==> config.mk <==
export PLATFORM = sky130hd
export DESIGN_NAME = rdl_reg_to_axil
export DESIGN_NICKNAME = d
export VERILOG_FILES = /design/src/rtl/rdl_reg_to_axil.sv
export SDC_FILE = /design/constraint.sdc
export NUM_CORES = 1
export LEC_CHECK = 0
export CELL_PAD_IN_SITES_DETAIL_PLACEMENT = 2
export CELL_PAD_IN_SITES_GLOBAL_PLACEMENT = 2
export CORE_MARGIN = 2
export CORE_UTILIZATION = 34
export CTS_BUF_LIST = sky130_fd_sc_hd__clkbuf_16
export DETAILED_ROUTE_END_ITERATION = 10
export DONT_BUFFER_PORTS = 1
export HOLD_SLACK_MARGIN = 0.1
export PLACE_DENSITY_LB_ADDON = 0.08
export SETUP_SLACK_MARGIN = 0.2
export SLEW_MARGIN = 20
export SYNTH_ARGS = -nofsm -noshare
export SYNTH_HDL_FRONTEND = slang
export SYNTH_SLANG_ARGS = --single-unit
==> constraint.sdc <==
create_clock -name clk -period 1.75 [get_ports clk]
set_input_delay 0 -clock clk [delete_from_list [all_inputs] [get_ports clk]]
set_output_delay 0 -clock clk [all_outputs]
set_load 0.005 [all_outputs]
==> src/rtl/rdl_reg_to_axil.sv <==
`default_nettype none
// ============================================================================
//  Module      : rdl_reg_to_axil
//  Description : AXI-Lite master bridge. Turns a single-outstanding register
//                request/response port into AXI-Lite read and write
//                transactions, with an optional B/R response timeout.
//  Revision    : 1.0 - initial release
// ============================================================================
module rdl_reg_to_axil #(
    parameter int AW            = 6,
    parameter int DW            = 8,
    parameter int TimeoutCycles = 0
) (
    input  logic            clk,
    input  logic            rst,
    // request / response port
    input  logic            req_valid,
    output logic            req_ready,
    input  logic            req_write,
    input  logic [AW-1:0]   req_addr,
    input  logic [DW-1:0]   req_wdata,
    input  logic [DW/8-1:0] req_wstrb,
    output logic            rsp_valid,
    output logic [DW-1:0]   rsp_rdata,
    output logic            rsp_err,
    output logic            timeout,
    // AXI-Lite write address
    output logic            m_axil_awvalid,
    input  logic            m_axil_awready,
    output logic [AW-1:0]   m_axil_awaddr,
    // AXI-Lite write data
    output logic            m_axil_wvalid,
    input  logic            m_axil_wready,
    output logic [DW-1:0]   m_axil_wdata,
    output logic [DW/8-1:0] m_axil_wstrb,
    // AXI-Lite write response
    input  logic            m_axil_bvalid,
    output logic            m_axil_bready,
    input  logic [1:0]      m_axil_bresp,
    // AXI-Lite read address
    output logic            m_axil_arvalid,
    input  logic            m_axil_arready,
    output logic [AW-1:0]   m_axil_araddr,
    // AXI-Lite read data
    input  logic            m_axil_rvalid,
    output logic            m_axil_rready,
    input  logic [DW-1:0]   m_axil_rdata,
    input  logic [1:0]      m_axil_rresp
);

    localparam int SW = DW / 8;

    typedef enum logic [1:0] {
        S_IDLE  = 2'd0,
        S_WRITE = 2'd1,
        S_READ  = 2'd2,
        S_RESP  = 2'd3
    } state_t;

    state_t          state_q, state_d;
    logic [AW-1:0]   addr_q, addr_d;
    logic [DW-1:0]   wdata_q, wdata_d;
    logic [SW-1:0]   wstrb_q, wstrb_d;
    logic            aw_done_q, aw_done_d;
    logic            w_done_q, w_done_d;
    logic            ar_done_q, ar_done_d;
    logic            awvalid_q, awvalid_d;
    logic            wvalid_q, wvalid_d;
    logic            bready_q, bready_d;
    logic            arvalid_q, arvalid_d;
    logic            rready_q, rready_d;
    logic            rsp_valid_q, rsp_valid_d;
    logic [DW-1:0]   rsp_rdata_q, rsp_rdata_d;
    logic            rsp_err_q, rsp_err_d;
    logic            timeout_q, timeout_d;

    logic            accept;
    logic            aw_hs;
    logic            w_hs;
    logic            b_hs;
    logic            ar_hs;
    logic            r_hs;
    logic            expire;

    assign accept = req_valid && (state_q == S_IDLE);
    assign aw_hs  = awvalid_q && m_axil_awready;
    assign w_hs   = wvalid_q  && m_axil_wready;
    assign b_hs   = bready_q  && m_axil_bvalid;
    assign ar_hs  = arvalid_q && m_axil_arready;
    assign r_hs   = rready_q  && m_axil_rvalid;

    // Response timeout: only counts while waiting on B/R, since valid-side
    // phases cannot be withdrawn once raised.
    generate
        if (TimeoutCycles > 0) begin : g_timeout
            localparam int CW = $clog2(TimeoutCycles + 1);
            logic [CW-1:0] cnt_q, cnt_d;
            logic          waiting;

            assign waiting = (bready_q && !m_axil_bvalid) || (rready_q && !m_axil_rvalid);
            // A handshake in the last cycle takes priority because waiting is false then.
            assign expire  = waiting && (cnt_q == CW'(TimeoutCycles - 1));

            // Next counter value: cleared on accept, advanced while stalled on B/R.
            always_comb begin
                cnt_d = cnt_q;
                if (accept) begin
                    cnt_d = '0;
                end else if (waiting) begin
                    cnt_d = cnt_q + 1'b1;
                end
            end

            // Counter register.
            always_ff @(posedge clk) begin
                if (!rst) begin
                    cnt_q <= '0;
                end else begin
                    cnt_q <= cnt_d;
                end
            end
        end else begin : g_no_timeout
            assign expire = 1'b0;
        end
    endgenerate

    // Next-state and registered-output computation for the transaction FSM.
    always_comb begin
        state_d     = state_q;
        addr_d      = addr_q;
        wdata_d     = wdata_q;
        wstrb_d     = wstrb_q;
        aw_done_d   = aw_done_q;
        w_done_d    = w_done_q;
        ar_done_d   = ar_done_q;
        awvalid_d   = awvalid_q;
        wvalid_d    = wvalid_q;
        bready_d    = bready_q;
        arvalid_d   = arvalid_q;
        rready_d    = rready_q;
        rsp_valid_d = 1'b0;
        rsp_rdata_d = rsp_rdata_q;
        rsp_err_d   = rsp_err_q;
        timeout_d   = timeout_q;

        case (state_q)
            S_IDLE: begin
                if (accept) begin
                    addr_d    = req_addr;
                    wdata_d   = req_wdata;
                    wstrb_d   = req_wstrb;
                    aw_done_d = 1'b0;
                    w_done_d  = 1'b0;
                    ar_done_d = 1'b0;
                    if (req_write) begin
                        state_d   = S_WRITE;
                        awvalid_d = 1'b1;
                        wvalid_d  = 1'b1;
                    end else begin
                        state_d   = S_READ;
                        arvalid_d = 1'b1;
                    end
                end
            end

            S_WRITE: begin
                if (aw_hs) begin
                    aw_done_d = 1'b1;
                    awvalid_d = 1'b0;
                end
                if (w_hs) begin
                    w_done_d = 1'b1;
                    wvalid_d = 1'b0;
                end
                bready_d = aw_done_d && w_done_d;
                if (b_hs) begin
                    bready_d    = 1'b0;
                    rsp_err_d   = (m_axil_bresp != 2'b00);
                    rsp_rdata_d = '0;
                    rsp_valid_d = 1'b1;
                    state_d     = S_RESP;
                end else if (expire) begin
                    bready_d    = 1'b0;
                    rsp_err_d   = 1'b1;
                    rsp_rdata_d = '0;
                    timeout_d   = 1'b1;
                    rsp_valid_d = 1'b1;
                    state_d     = S_RESP;
                end
            end

            S_READ: begin
                if (ar_hs) begin
                    ar_done_d = 1'b1;
                    arvalid_d = 1'b0;
                    rready_d  = 1'b1;
                end
                if (r_hs) begin
                    rready_d    = 1'b0;
                    rsp_err_d   = (m_axil_rresp != 2'b00);
                    rsp_rdata_d = m_axil_rdata;
                    rsp_valid_d = 1'b1;
                    state_d     = S_RESP;
                end else if (expire) begin
                    rready_d    = 1'b0;
                    rsp_err_d   = 1'b1;
                    rsp_rdata_d = '0;
                    timeout_d   = 1'b1;
                    rsp_valid_d = 1'b1;
                    state_d     = S_RESP;
                end
            end

            default: begin
                // S_RESP: rsp_valid is high for this single cycle.
                state_d = S_IDLE;
            end
        endcase
    end

    // State and output registers; reset abandons any transaction silently.
    always_ff @(posedge clk) begin
        if (!rst) begin
            state_q     <= S_IDLE;
            addr_q      <= '0;
            wdata_q     <= '0;
            wstrb_q     <= '0;
            aw_done_q   <= 1'b0;
            w_done_q    <= 1'b0;
            ar_done_q   <= 1'b0;
            awvalid_q   <= 1'b0;
            wvalid_q    <= 1'b0;
            bready_q    <= 1'b0;
            arvalid_q   <= 1'b0;
            rready_q    <= 1'b0;
            rsp_valid_q <= 1'b0;
            rsp_rdata_q <= '0;
            rsp_err_q   <= 1'b0;
            timeout_q   <= 1'b0;
        end else begin
            state_q     <= state_d;
            addr_q      <= addr_d;
            wdata_q     <= wdata_d;
            wstrb_q     <= wstrb_d;
            aw_done_q   <= aw_done_d;
            w_done_q    <= w_done_d;
            ar_done_q   <= ar_done_d;
            awvalid_q   <= awvalid_d;
            wvalid_q    <= wvalid_d;
            bready_q    <= bready_d;
            arvalid_q   <= arvalid_d;
            rready_q    <= rready_d;
            rsp_valid_q <= rsp_valid_d;
            rsp_rdata_q <= rsp_rdata_d;
            rsp_err_q   <= rsp_err_d;
            timeout_q   <= timeout_d;
        end
    end

    assign req_ready      = (state_q == S_IDLE);
    assign rsp_valid      = rsp_valid_q;
    assign rsp_rdata      = rsp_rdata_q;
    assign rsp_err        = rsp_err_q;
    assign timeout        = timeout_q;
    assign m_axil_awvalid = awvalid_q;
    assign m_axil_awaddr  = addr_q;
    assign m_axil_wvalid  = wvalid_q;
    assign m_axil_wdata   = wdata_q;
    assign m_axil_wstrb   = wstrb_q;
    assign m_axil_bready  = bready_q;
    assign m_axil_arvalid = arvalid_q;
    assign m_axil_araddr  = addr_q;
    assign m_axil_rready  = rready_q;

endmodule
`default_nettype wire

==> out/summary.txt <==
==================================================================================================
Diodes inserted                                                                                  0
Std-Cell Core Area                                                                    0.00466 mm^2
Number of global-route vias before repair                                                     1496
Final-layout fill cell count                                                                   500
Die Footprint                                                                         0.00532 mm^2
Total of endpoints with negative setup slack in the final report                                 0
Maximum root-to-sink buffer count                                                                2
Total area of multi-input combinational cells                                             827 um^2
Cell taking the most area after synthesis                                             sky130_fd_sc_hd__dfxtp_1
Launch point of the worst reg-to-reg path                                               state_q[1]
Post-route minimum period                                                                  1.50 ns
Final weighted congestion in routability-driven placement                                    0.697
Clock H-tree levels                                                                              2
Final-report hold violation count                                                                0
Total of max-cap violations                                                                      0
Total via count after detailed routing                                                        1425
Detailed placement HPWL                                                                    3120 um
Area taken by flip-flops and latches                                                      681 um^2
First-pass GRT wire length                                                                 7470 um
Register-to-Register Path Depth                                                                  5
Net count after synthesis                                                                      231
Chip Height                                                                                73.0 um
Boundary Pins                                                                                   74
Fraction of final layout cells with drive strength greater than 1                            10.1%
Initial Utilization                                                                          34.7%
DRT iter0 DRCs                                                                                  28
Worst flop-to-flop path endpoint                                                      m_axil_wvalid
Final core utilization                                                                       45.6%
Startpoint kind of the worst setup timing path                                           flip-flop
Post-layout instance count excluding filler cells                                              271
Cell count after placement                                                                     227
Root buffer selected by CTS                                                           sky130_fd_sc_hd__clkbuf_16
Layout area overhead                                                                         31.4%
Routed vias/inst                                                                              5.26
Data arrival time at the worst-slack endpoint                                              1.72 ns
Type of the most critical hold path                                                   primary input to flip-flop
Unrepaired setup endpoints after global routing                                                yes
Syn Area/Cell                                                                            8.60 um^2
PD cells                                                                              1230 mW/mm^2
Worst Hold Depth                                                                                 3
Detail-routed net length per standard cell                                                 17.1 um
Reg2Reg Setup Slack                                                                        0.25 ns
Type of the worst setup path                                                          flip-flop to flip-flop
Overall overflow remaining after global route                                                    0
Wirelength, routed                                                                         4620 um
Number of pins exceeding their max-slew limit in the final report                                0
Worst supply voltage drop on vdd                                                          0.594 mV
Synth cell types                                                                                33
Total iterations of the first detailed-routing run                                               2
Number of clock sinks                                                                           34
Clock tree from TritonCTS                                                                      yes
Maximum achievable frequency                                                               665 MHz
Leakage power total                                                                       0.851 nW
Outcome                                                                               complete, no violations
Global router's overall resource usage                                                       18.2%
Netlist area before placement                                                         0.00162 mm^2
YS warnings                                                                                      0
Top cells by area, synth                                                              sky130_fd_sc_hd__dfxtp_1 (42%), sky130_fd_sc_hd__nand2_1 (13%), sky130_fd_sc_hd__a21boi_0 (7.9%)
Worst Min Path Start                                                                  m_axil_rresp[0]
Synthesized instance count                                                                     188
Routed Antenna Nets                                                                              0
Critical path peak fanout                                                                        8
Type of element capturing the critical path                                              flip-flop
Number of antenna violations at the first check in global routing                                0
Setup clock skew after layout                                                           0.00266 ns
Pin count of the biggest net entering global routing                                            45
Skew-Pair Late Insertion Delay                                                             0.27 ns
Clock transition time at the flip-flop clock pins of the worst setup and hold paths        0.05 ns
Synthesized flop and latch total                                                                34
Layout net count                                                                               259
Proportion of netlist area held by the largest area contributor                              42.1%
Die extent in x                                                                            73.0 um
Drc violations                                                                                   0
Fraction of the cycle the final worst path needs                                             85.9%
Worst EP required                                                                          1.96 ns
Std-Cell Rows                                                                                   25
IO buf count                                                                                     0
Setup Total Neg Slack                                                                         0 ns
Endpoint of the worst hold path                                                            rsp_err
Share of the yosys chip area belonging to registers                                          42.1%
Number of buffers created by CTS                                                                 5
==================================================================================================
## state kept, by name (all words and copies together), names as in the netlist
| signal | cells |
|---|---|
| aw_done_q | 1 |
| m_axil_araddr | 6 |
| m_axil_arvalid | 1 |
| m_axil_awvalid | 1 |
| m_axil_bready | 1 |
| m_axil_rready | 1 |
| m_axil_wdata | 8 |
| m_axil_wstrb | 1 |
| m_axil_wvalid | 1 |
| rsp_err | 1 |
| rsp_rdata | 8 |
| rsp_valid | 1 |
| state_q | 2 |
| w_done_q | 1 |
## cells in the final DEF (no fill, tap or decap), types with 2 or more instances in the layout
| cell | netlist | final |
|---|---|---|
| sky130_fd_sc_hd__a21bo_2 | 2 | 2 |
| sky130_fd_sc_hd__a21boi_0 | 17 | 17 |
| sky130_fd_sc_hd__a21o_1 | 3 | 3 |
| sky130_fd_sc_hd__a32oi_1 | 2 | 2 |
| sky130_fd_sc_hd__a41o_1 | 3 | 3 |
| sky130_fd_sc_hd__and3_1 | 3 | 3 |
| sky130_fd_sc_hd__buf_4 | 8 | 4 |
| sky130_fd_sc_hd__clkbuf_16 | 0 | 5 |
| sky130_fd_sc_hd__dfxtp_1 | 34 | 34 |
| sky130_fd_sc_hd__dlygate4sd3_1 | 0 | 35 |
| sky130_fd_sc_hd__ha_1 | 7 | 4 |
| sky130_fd_sc_hd__ha_2 | 0 | 3 |
| sky130_fd_sc_hd__inv_1 | 3 | 3 |
| sky130_fd_sc_hd__mux2_2 | 2 | 2 |
| sky130_fd_sc_hd__mux2i_1 | 4 | 4 |
| sky130_fd_sc_hd__nand2_1 | 55 | 55 |
| sky130_fd_sc_hd__nand2b_1 | 5 | 4 |
| sky130_fd_sc_hd__nand3_1 | 3 | 3 |
| sky130_fd_sc_hd__nor2_1 | 2 | 2 |
| sky130_fd_sc_hd__nor2b_1 | 4 | 4 |
| sky130_fd_sc_hd__o2111ai_1 | 2 | 2 |
| sky130_fd_sc_hd__o22ai_1 | 8 | 8 |
## power breakdown
part	switching, mW	leakage [nW]	internal (mW)
combinational	0.414	0.501	0.374
sequential	0.112	0.277	0.887
clock	0.311	0.0724	0.514
## cell families (layout without fill, tap and decap cells)
family | after synthesis | in the layout | share of synthesized area, %
AND/OR/NAND/NOR | 77 | 77 | 21.1
AO/OA/AOI/OAI | 41 | 41 | 19.4
flip-flops | 34 | 34 | 42.1
buffers and inverters | 22 | 51 | 7.82
adder cells (fa/ha/maj) | 7 | 7 | 5.42
multiplexers | 6 | 6 | 3.87
other | 1 | 1 | 0.232
## what timing repair did
action,CTS,global route
setup endpoints to repair,11,29
hold buffers,36,0
buffers inserted,0,0
hold endpoints to repair,34,0
pin swaps,0,0
resized for setup,3,4
## cell usage after synthesis
master                      number
sky130_fd_sc_hd__o211a_1         1
sky130_fd_sc_hd__a21bo_2         2
sky130_fd_sc_hd__mux2_2          2
sky130_fd_sc_hd__nand4_1         1
sky130_fd_sc_hd__a21boi_0       17
sky130_fd_sc_hd__or3b_2          1
sky130_fd_sc_hd__nor2b_1         4
sky130_fd_sc_hd__nand2b_1        5
sky130_fd_sc_hd__buf_2           4
sky130_fd_sc_hd__and3_1          3
sky130_fd_sc_hd__o311ai_0        1
sky130_fd_sc_hd__buf_6           1
sky130_fd_sc_hd__nand3_1         3
sky130_fd_sc_hd__and2_1          1
sky130_fd_sc_hd__buf_4           8
sky130_fd_sc_hd__nand2_1        55
sky130_fd_sc_hd__clkbuf_1        5
sky130_fd_sc_hd__dfxtp_1        34
sky130_fd_sc_hd__clkbuf_2        1
sky130_fd_sc_hd__nand4b_1        1
sky130_fd_sc_hd__nor2_1          2
sky130_fd_sc_hd__conb_1          1
sky130_fd_sc_hd__o2111ai_1       2
sky130_fd_sc_hd__o22ai_1         8
sky130_fd_sc_hd__o21ai_0         1
sky130_fd_sc_hd__a21oi_1         1
sky130_fd_sc_hd__nand3b_1        1
sky130_fd_sc_hd__mux2i_1         4
sky130_fd_sc_hd__ha_1            7
sky130_fd_sc_hd__a32oi_1         2
sky130_fd_sc_hd__a21o_1          3
sky130_fd_sc_hd__a41o_1          3
sky130_fd_sc_hd__inv_1           3
## stage by stage
| step | hold slack (ns) | total power, mW | setup slack, ns | cell area, um^2 |
|---|---|---|---|---|
| floorplan | 0.145 | 1.57 | 0.286 | 1620 |
| global placement | 0.136 | 1.65 | 0.193 | 1600 |
| detailed placement | 0.141 | 1.69 | 0.103 | 1600 |
| CTS | 0.105 | 2.64 | 0.157 | 2120 |
| global route | 0.138 | 2.79 | 0.119 | 2120 |
| finish | 0.105 | 2.61 | 0.246 | 2120 |
## final cells by class
type                       instances  area share [%]
timing repair buffer              40            18.8
sequential                        34            32.0
multi-input combinational        132            38.9
tap                               54            3.18
inverter                           3           0.530
clock inverter                     3           0.589
clock buffer                       5            5.89
## how the worst max path moves through the flow
stage	from	endpoint	slack (ns)	cells after the start
after detailed placement	state_q[0]	rsp_err	0.10	5
after global routing	state_q[0]	rsp_err	0.12	5
after CTS	state_q[0]	rsp_err	0.16	5
after global placement	state_q[1]	rsp_err	0.19	5
final	state_q[1]	m_axil_wvalid	0.25	5
after floorplan	state_q[0]	m_axil_awvalid	0.29	6
## critical path, cell delays in order (launching register included)
cell and delay, ns:
sky130_fd_sc_hd__dfxtp_1 0.35, sky130_fd_sc_hd__inv_1 0.14, sky130_fd_sc_hd__ha_2 0.30, sky130_fd_sc_hd__mux2_2 0.37, sky130_fd_sc_hd__o2111ai_1 0.10, sky130_fd_sc_hd__and3_1 0.19
## metal layers
layer  up-vias  wire, um  track usage [%]
met4         0        53             4.94
met1       692      1910             21.0
met2        40      2420             33.1
met5         -         0                0
li1        689         -                -
met3         4       233             4.83
Power figures use the tool's default switching activity.
